==> src/rtl/rf_pkg.sv <==
// Shared defaults and helpers for the multi-port register file.
package rf_pkg;

   localparam int unsigned DEF_XLEN  = 32'd32;
   localparam int unsigned DEF_NREGS = 32'd32;

   // Smallest w with 2**w >= n; used to size register addresses.
   function automatic int unsigned rf_clog2(input int unsigned n);
      int unsigned w;
      w = 32'd0;
      for (int unsigned k = 32'd0; k < 32'd31; k++) begin
         w = ((32'd1 << k) < n) ? (k + 32'd1) : w;
      end
      return w;
   endfunction

endpackage

==> src/rtl/rf_scoreboard.sv <==
// Pending-write scoreboard: one busy flag per architectural register.
// Issue sets a flag, any write-back to that register clears it; a set in
// the same cycle as a clear wins because it represents a newer producer.
module rf_scoreboard
   import rf_pkg::*;
#(
   parameter int unsigned NREGS  = DEF_NREGS,
   parameter int unsigned NUM_RD = 32'd2,
   parameter int unsigned NUM_WR = 32'd1,
   parameter int unsigned AW     = rf_clog2(DEF_NREGS)
)(
   input  logic                  clk,
   input  logic                  rst_n,
   input  logic                  sb_set,
   input  logic [AW-1:0]         sb_set_addr,
   input  logic [NUM_WR-1:0]     wr_en,
   input  logic [NUM_WR*AW-1:0]  wr_addr,
   input  logic [NUM_RD*AW-1:0]  rd_addr,
   output logic [NUM_RD-1:0]     rd_busy
);

   localparam logic [NREGS-1:0] ONE_HOT0 = {{(NREGS-1){1'b0}}, 1'b1};

   logic [NREGS-1:0] busy_r;
   logic [NREGS-1:0] busy_nxt_s;
   logic [NREGS-1:0] set_vec_s;
   logic [NREGS-1:0] clr_vec_s;

   // Decode set/clear requests and form the next busy vector (set beats clear).
   always_comb begin
      set_vec_s = sb_set ? (ONE_HOT0 << sb_set_addr) : {NREGS{1'b0}};
      clr_vec_s = {NREGS{1'b0}};
      for (int j = 0; j < NUM_WR; j++) begin
         clr_vec_s = clr_vec_s |
                     (wr_en[j] ? (ONE_HOT0 << wr_addr[j*AW +: AW]) : {NREGS{1'b0}});
      end
      busy_nxt_s    = (busy_r & ~clr_vec_s) | set_vec_s;
      busy_nxt_s[0] = 1'b0;
   end

   // Busy flag storage, cleared asynchronously.
   always_ff @(posedge clk or negedge rst_n) begin
      if (!rst_n) begin
         busy_r <= {NREGS{1'b0}};
      end else begin
         busy_r <= busy_nxt_s;
      end
   end

   // Per-read-port busy lookup; reflects state after the last edge only.
   always_comb begin
      rd_busy = {NUM_RD{1'b0}};
      for (int i = 0; i < NUM_RD; i++) begin
         rd_busy[i] = busy_r[rd_addr[i*AW +: AW]];
      end
   end

endmodule

==> src/rtl/reg_file_mp.sv <==
// Multi-port integer register file with hardwired-zero r0, optional
// write-to-read bypass, optional registered read data and a scoreboard.
module reg_file_mp
   import rf_pkg::*;
#(
   parameter int unsigned XLEN     = DEF_XLEN,
   parameter int unsigned NREGS    = DEF_NREGS,
   parameter int unsigned NUM_RD   = 32'd2,
   parameter int unsigned NUM_WR   = 32'd1,
   parameter int unsigned BYPASS   = 32'd1,
   parameter int unsigned READ_REG = 32'd0,
   localparam int unsigned AW      = rf_clog2(NREGS)
)(
   input  logic                    clk,
   input  logic                    rst_n,
   input  logic [NUM_RD*AW-1:0]    rd_addr,
   output logic [NUM_RD*XLEN-1:0]  rd_data,
   output logic [NUM_RD-1:0]       rd_busy,
   input  logic [NUM_WR-1:0]       wr_en,
   input  logic [NUM_WR*AW-1:0]    wr_addr,
   input  logic [NUM_WR*XLEN-1:0]  wr_data,
   input  logic                    sb_set,
   input  logic [AW-1:0]           sb_set_addr
);

   logic [XLEN-1:0]        regs_r [NREGS];
   logic [NUM_RD*XLEN-1:0] rd_comb_s;

   // Register storage; ports are applied in index order so the highest port wins.
   always_ff @(posedge clk or negedge rst_n) begin
      if (!rst_n) begin
         for (int k = 0; k < NREGS; k++) begin
            regs_r[k] <= {XLEN{1'b0}};
         end
      end else begin
         for (int j = 0; j < NUM_WR; j++) begin
            if (wr_en[j] && (wr_addr[j*AW +: AW] != {AW{1'b0}})) begin
               regs_r[wr_addr[j*AW +: AW]] <= wr_data[j*XLEN +: XLEN];
            end
         end
      end
   end

   // Read muxes with optional forwarding of same-cycle write data (highest port wins).
   always_comb begin
      logic [XLEN-1:0] val_v;
      logic            hit_v;
      rd_comb_s = {(NUM_RD*XLEN){1'b0}};
      for (int i = 0; i < NUM_RD; i++) begin
         val_v = regs_r[rd_addr[i*AW +: AW]];
         for (int j = 0; j < NUM_WR; j++) begin
            hit_v = (BYPASS != 32'd0) && wr_en[j] &&
                    (wr_addr[j*AW +: AW] == rd_addr[i*AW +: AW]) &&
                    (rd_addr[i*AW +: AW] != {AW{1'b0}});
            val_v = hit_v ? wr_data[j*XLEN +: XLEN] : val_v;
         end
         rd_comb_s[i*XLEN +: XLEN] = val_v;
      end
   end

   generate
      if (READ_REG != 32'd0) begin : g_rd_reg
         logic [NUM_RD*XLEN-1:0] rd_data_r;

         // Output stage: sample the (bypassed) read value, cleared asynchronously.
         always_ff @(posedge clk or negedge rst_n) begin
            if (!rst_n) begin
               rd_data_r <= {(NUM_RD*XLEN){1'b0}};
            end else begin
               rd_data_r <= rd_comb_s;
            end
         end

         assign rd_data = rd_data_r;
      end else begin : g_rd_comb
         assign rd_data = rd_comb_s;
      end
   endgenerate

   rf_scoreboard #(
      .NREGS  (NREGS),
      .NUM_RD (NUM_RD),
      .NUM_WR (NUM_WR),
      .AW     (AW)
   ) u_scoreboard (
      .clk         (clk),
      .rst_n       (rst_n),
      .sb_set      (sb_set),
      .sb_set_addr (sb_set_addr),
      .wr_en       (wr_en),
      .wr_addr     (wr_addr),
      .rd_addr     (rd_addr),
      .rd_busy     (rd_busy)
   );

endmodule

==> config.mk <==
export PLATFORM = sky130hd
export DESIGN_NAME = reg_file_mp
export DESIGN_NICKNAME = d
export VERILOG_FILES = /design/src/rtl/rf_pkg.sv /design/src/rtl/rf_scoreboard.sv /design/src/rtl/reg_file_mp.sv
export SDC_FILE = /design/constraint.sdc
export NUM_CORES = 2
export LEC_CHECK = 0
export BUFFER_PORTS_ARGS = -buffer_cell sky130_fd_sc_hd__buf_2
export CAP_MARGIN = 30
export CORE_MARGIN = 1.5
export CORE_UTILIZATION = 30
export CTS_CLUSTER_DIAMETER = 60
export DETAILED_ROUTE_END_ITERATION = 8
export PLACE_DENSITY_LB_ADDON = 0.25
export REMOVE_ABC_BUFFERS = 1
export SLEW_MARGIN = 20
export SYNTH_ARGS = -nofsm -noshare
export SYNTH_HDL_FRONTEND = slang
export SYNTH_SLANG_ARGS = --single-unit
==> constraint.sdc <==
create_clock -name clk -period 1.7 [get_ports clk]
set_input_delay 0 -clock clk [delete_from_list [all_inputs] [get_ports clk]]
set_output_delay 0 -clock clk [all_outputs]
set_load 0.01 [all_outputs]
[Word-level counts from Yosys, hierarchy flattened]
Index checks and enable logic that the tools add are counted.
Storage, ports and cells
  input bits: 56
  memory bits (writable): 0
  register bits after elaboration: 1055
  output and inout port bits: 66
  bits in latches: 0
  memory bits (read-only): 0
  memories kept: 0
Cells by class
  bitwise operators: 6
  order comparisons: 6
  add/subtract/negate cells: 0
  eq/ne operators: 2
  reductions and logical operators: 9
  divide/modulo/power cells: 0
  shift-type cells: 2
  multipliers: 0
  mux-type cells: 17
Operator list (count)
  1024-bit bitwise mux: 1
  32-bit binary-select mux with 5-bit select: 2
  32-bit 2-to-1 mux: 9
  32-bit demux with 5-bit select: 1
  1-bit by 5-bit left shift with 32-bit output, first input constant: 2
  32-bit AND: 1
  32-bit NOT: 1
  32-bit OR: 1
  6-bit greater-or-equal comparator, second input constant: 3
  5-bit NOT with 6-bit output: 3
  5-bit nonzero test: 3
  5-bit by 6-bit less-than comparator with 1-bit output, second input constant: 2
  1-bit binary-select mux with 5-bit select: 2
  5-bit == test: 2
  1-bit logical AND: 6
  6-bit by 1-bit less-than comparator with 1-bit output, second input constant: 1
  1-bit 2-to-1 mux: 2

[Longest topological paths before layout]
  word-level depth: 6
  depth in mapped cells: 9

[Modules after synthesis]
From an unflattened synthesis, not the netlist that was laid out.
Second synthesis, totals
  cell total of the unflattened synthesis: 3608
  area total of the unflattened synthesis: 55998.7 µm²
By module, submodules not included
  reg_file_mp: sequential area each 25624.6 µm², area each 54090.6 µm², cells an instance 3408, times used 1
  rf_scoreboard: sequential area each 775.7 µm², area each 1908.1 µm², cells an instance 200, times used 1

[Worst setup path after synthesis]
OpenSTA, ideal clock, no wires.
  path kind: input to register
  from: in wr_addr[0]
  to: reg regs_r[225] in the netlist's numbering
  setup slack: 0.080 ns
  cell stages on the path: 6
  library setup time: 0.125 ns
  arrival: 1.496 ns
  cells stage by stage: buf_2 or3b_2 buf_2 nor2_2 buf_4 mux2_2
On the way
  longest elaborated chain between the ends: 6
  elaborated cells on any way between the ends: 9
  those cells by class: order compare: 2; mux: 3; bitwise: 1; reduce/logical: 3
RTL lines
  from (decl): RTL line reg_file_mp.sv:20  | input logic [NUM_WR*AW-1:0] wr_addr,
  5-bit NOT with 6-bit output (not written as such): RTL line reg_file_mp.sv:38  | regs_r[wr_addr[j*AW +: AW]] <= wr_data[j*XLEN +: XLEN];
  6-bit greater-or-equal comparator (not written as such) / 6-bit by 1-bit less-than comparator with 1-bit output (equally long branches): RTL line reg_file_mp.sv:38
  1-bit logical AND (not written as such): RTL line reg_file_mp.sv:38
  32-bit 2-to-1 mux (not written as such): RTL line reg_file_mp.sv:38
  32-bit demux with 5-bit select: RTL line reg_file_mp.sv:38
  1024-bit bitwise mux: RTL line reg_file_mp.sv:38
  to (signal, indexed assignment): RTL line reg_file_mp.sv:33  | regs_r[k] <= {XLEN{1'b0}};
  to (signal, indexed assignment): RTL line reg_file_mp.sv:38
  to (decl): RTL line reg_file_mp.sv:26  | logic [XLEN-1:0] regs_r [NREGS];
Several ways; a longest one is shown, not always the timed one.
A chain may end at the register's enable or synchronous reset.

[Worst setup path after layout]
  from: reg regs_r[583] in the netlist's numbering
  to: out rd_data[39]
On the way
  longest elaborated chain between the ends: 4
RTL lines
  32-bit binary-select mux with 5-bit select: RTL line reg_file_mp.sv:50  | val_v = regs_r[rd_addr[i*AW +: AW]];
  32-bit 2-to-1 mux (not written as such) (2 in series): RTL line reg_file_mp.sv:50
  32-bit 2-to-1 mux: RTL line reg_file_mp.sv:55  | val_v = hit_v ? wr_data[j*XLEN +: XLEN] : val_v;
  to (decl): RTL line reg_file_mp.sv:17  | output logic [NUM_RD*XLEN-1:0] rd_data,
Every way passes these cells. The select of a mux whose other input is x is not followed.

==> parameters.txt <==
Parameter                              Value

Detailed routing
  Average wire per standard cell ... 27.1 microns
  Final routed wirelength across all metal layers ... 209 mm
  Post-detailed-route count of antenna-violating nets ... 0
  Routed via count ... 41,400
  Number of detailed-route iterations in the first pass ... 5
  Via/cell ratio ... 5.37
  DRC violation count after routing ... 0
  DRC violation total after the first TritonRoute iteration ... 2,762

Cells and area
  Syn-to-layout area delta ... 29.6%
  Final non-filler cell area ... 75,300 sq um
  Fraction of final layout cells with drive strength greater than 1 ... 52.1%
  Layout Utilization ... 39.1%
  Final net count ... 5,135
  Fillers ... 18,000

Run
  Maxcap violations ... 0

Setup path
  Worst flop-to-flop path startpoint ... u_scoreboard.busy_r[30]$_DFF_PN0_
  Critical path data required time ... 1700 ps
  Worst setup path startpoint ... regs_r[583]$_DFFE_PN0P_
  Kind of start point of the critical path ... flip-flop
  Kind of critical path ... flip-flop to primary output
  Highest fanout seen on the critical path ... 2
  Critical path arrival ... 2650 ps
  Critical path endpoint category ... primary output

Power
  Combinational share of power ... 24.9%
  Net switching fraction of the power ... 28.8%
  Power density normalized to cell area ... 1090 nW/um^2
  Sw Pwr ... 23.6 mW
  Worst IR drop on VDD ... 1090 uV
  Fraction of power consumed by the clock network ... 34.6%
  Reported leakage power ... 34.5 nW
  Overall power of the completed layout ... 82.0 mW
  Cell internal power dissipation ... 58.4 mW
  Part of the total power dissipated in sequential elements ... 40.6%

Worst hold path
  Hold Path Origin ... wr_addr[4]
  Hold Crit Class ... primary input to flip-flop

STA
  Fin. max-slew vios ... 0
  Setup violators final ... 67
  Clock skew ... 0 ps
  Max-slew headroom ... 36.9%
  Post-route setup slack ... -952 ps
  Fmax ... 377 MHz
  Unrepaired setup endpoints after global routing ... true
  Least-Margin Pin Slew ... 943 ps
  Final hold violation count ... 0
  Total Negative Setup Slacks ... -46,910 ps
  Clock period minus final worst setup slack ... 2650 ps
  Ratio of final minimum period to clock period ... 156%

Floorplanning
  Die height ... 443 microns
  Std-Cell Rows ... 161
  Die footprint ... 196,000 sq um
  Total core area ... 192,000 sq um
  Starting Density ... 30.2%
  Die outline width ... 443 microns
  Count of pins on the block boundary ... 122

Yosys
  Yosys top cell by area ... dfrtp_1
  Cell types with the largest area share after synthesis ... dfrtp_1 45%, mux2_2 20%, mux2i_1 13%, mux4_2 6.7%, a22oi_1 2.1%
  Per-instance average area after synthesis ... 13.3 sq um
  Share of synthesized registers carrying an async set or reset ... 100%
  Post-Synthesis Cell Area ... 58,100 sq um
  Number of instances in the synthesized netlist ... 4,358
  Synth warn ... 0
  Synth top cells by count ... 1,055 x dfrtp_1, 1,019 x mux2_2, 739 x mux2i_1
  Number of distinct library cells after synthesis ... 45
  Share of the synthesized area in the top cell type ... 45.5%
  Number of flops mapped to enable cells by yosys ... 0
  Fraction of the yosys area taken by sequential cells ... 45.5%
  Dominant cell by count in the synthesized netlist ... dfrtp_1
  Prevailing post-synth register cell ... dfrtp_1
  Number of storage elements in the synthesis netlist ... 1,055

Clocking
  Clock-pin slew on the worst setup and hold paths ... 60 ps
  TritonCTS clock tree ... yes
  CTS root buffer ... clkbuf_16
  Clock latency reported for the late side of the worst-skew pair ... 780 ps
  Number of H-tree levels ... 4
  Clk buf depth ... 3
  Sink count of the clock tree ... 1,055
  Number of buffers inserted during clock tree synthesis ... 131

Placed design
  Routability-driven placement congestion ratio ... 0.854
  Cell Area, Placed ... 68,400 sq um
  PortBufs ... 121
  DP Wirelength ... 142 mm

Outcome
  Violated checks ... setup timing
  Result of the run ... finished with violations

Global routing
  Wire length of the first global-routing pass ... 308 mm
  Initial antenna violation count ... 7
  Sum of overflow across all layers after global routing ... 0
  Via count of the first global-routing pass ... 44,000
  Largest net degree at the start of global routing ... 81
  Aggregate global-route resource usage ... 21.1%
==> layer usage <==
layer,wire (microns),vias up,share of wire (%),global-route usage [%]
met3,8030,294,3.8,2.91
met1,96500,22100,46,29.0
met5,30,-,0.014,0
met4,5840,6,2.8,6.16
met2,98700,945,47,34.4
li1,-,18100,-,-
==> per-stage QoR <==
stage                     setup WS (ps)  cells  hold slack (ps)
after detailed placement           -819   7393             -141
after CTS                         -1080   7699             3.11
after global routing              -1040   7708             74.3
final                              -952   7708             83.1
after floorplan                   -4110   3871             -296
after global placement             -805   7392             -140
==> path summary, 6_finish.rpt <==
kind / cells past startpoint / slack [ps] / to
max: 7 / -950 / rd_data[39]
max reg2reg: 4 / 330 / u_scoreboard.busy_r[30]$_DFF_PN0_
min reg2reg: 0 / 400 / regs_r[1007]$_DFFE_PN0P_
min in group asynchronous: 4 / 180 / regs_r[830]$_DFFE_PN0P_
max in group asynchronous: 4 / 540 / regs_r[392]$_DFFE_PN0P_
min: 6 / 80 / u_scoreboard.busy_r[19]$_DFF_PN0_
==> state kept, by name, summed over array words and instances (netlist names) <==
register,cells
regs_r,1024
u_scoreboard.busy_r,31
==> layout make-up <==
class / instances / area [sq um] / share of cell area [%]
Tap cell: 2526 / 3160 / 4.20
Timing Repair Buffer: 1075 / 10200 / 13.6
Antenna cell: 1 / 2.50 / 0.00332
Clock inverter: 41 / 475 / 0.631
Clock buffer: 194 / 3850 / 5.11
Multi-Input combinational cell: 2816 / 31200 / 41.4
Sequential cell: 1055 / 26400 / 35.1
==> logic make-up after synthesis <==
logic type             synth area share [%]
XOR/XNOR                              0.136
flip-flops                             45.5
AND/OR/NAND/NOR                        1.86
buffers and inverters                  4.26
multiplexers                           39.5
AO/OA/AOI/OAI                          8.75
==> power by group through the flow <==
stage | Sequential, mW | Combinational, mW | Clock, mW
floorplan | 32.7 | 10.6 | 0
global placement | 33.4 | 18.6 | 0
detailed placement | 33.6 | 18.8 | 0
CTS | 33.1 | 20.3 | 29.0
global route | 33.9 | 21.9 | 30.0
finish | 33.3 | 20.4 | 28.4
==> layout by cell type, fill, tap and decap left out, drive strengths merged, types with 11 or more instances in the layout <==
cell type	Yosys	routed
dfrtp	1055	1055
mux2	1027	1027
buf	247	1009
mux2i	739	739
clkbuf	240	195
mux4	177	177
a22oi	160	160
nand2	112	112
a22o	103	103
a221oi	96	96
a21oi	65	65
dlygate4sd3	0	64
o22ai	64	64
nor2	59	59
o21ai	34	34
nor3	33	33
o211a	32	32
o41ai	32	32
o31ai	32	32
clkinv	0	18
inv	0	11
==> what timing repair did <==
item,CTS,global route
setup buffers,28,10
setup endpoints to repair,66,71
gates resized for setup,256,53
endpoints found under the hold margin,2059,23
hold buffers,65,4
pin swaps,152,60
==> critical path, cell delays in order (launching register included) <==
cell and delay, ps:
dfrtp_1 360, mux2i_1 80, a22o_1 250, a221oi_2 230
o22ai_2 160, o41ai_4 450, buf_4 230, buf_6 110
(Power assumes the default switching activity.)
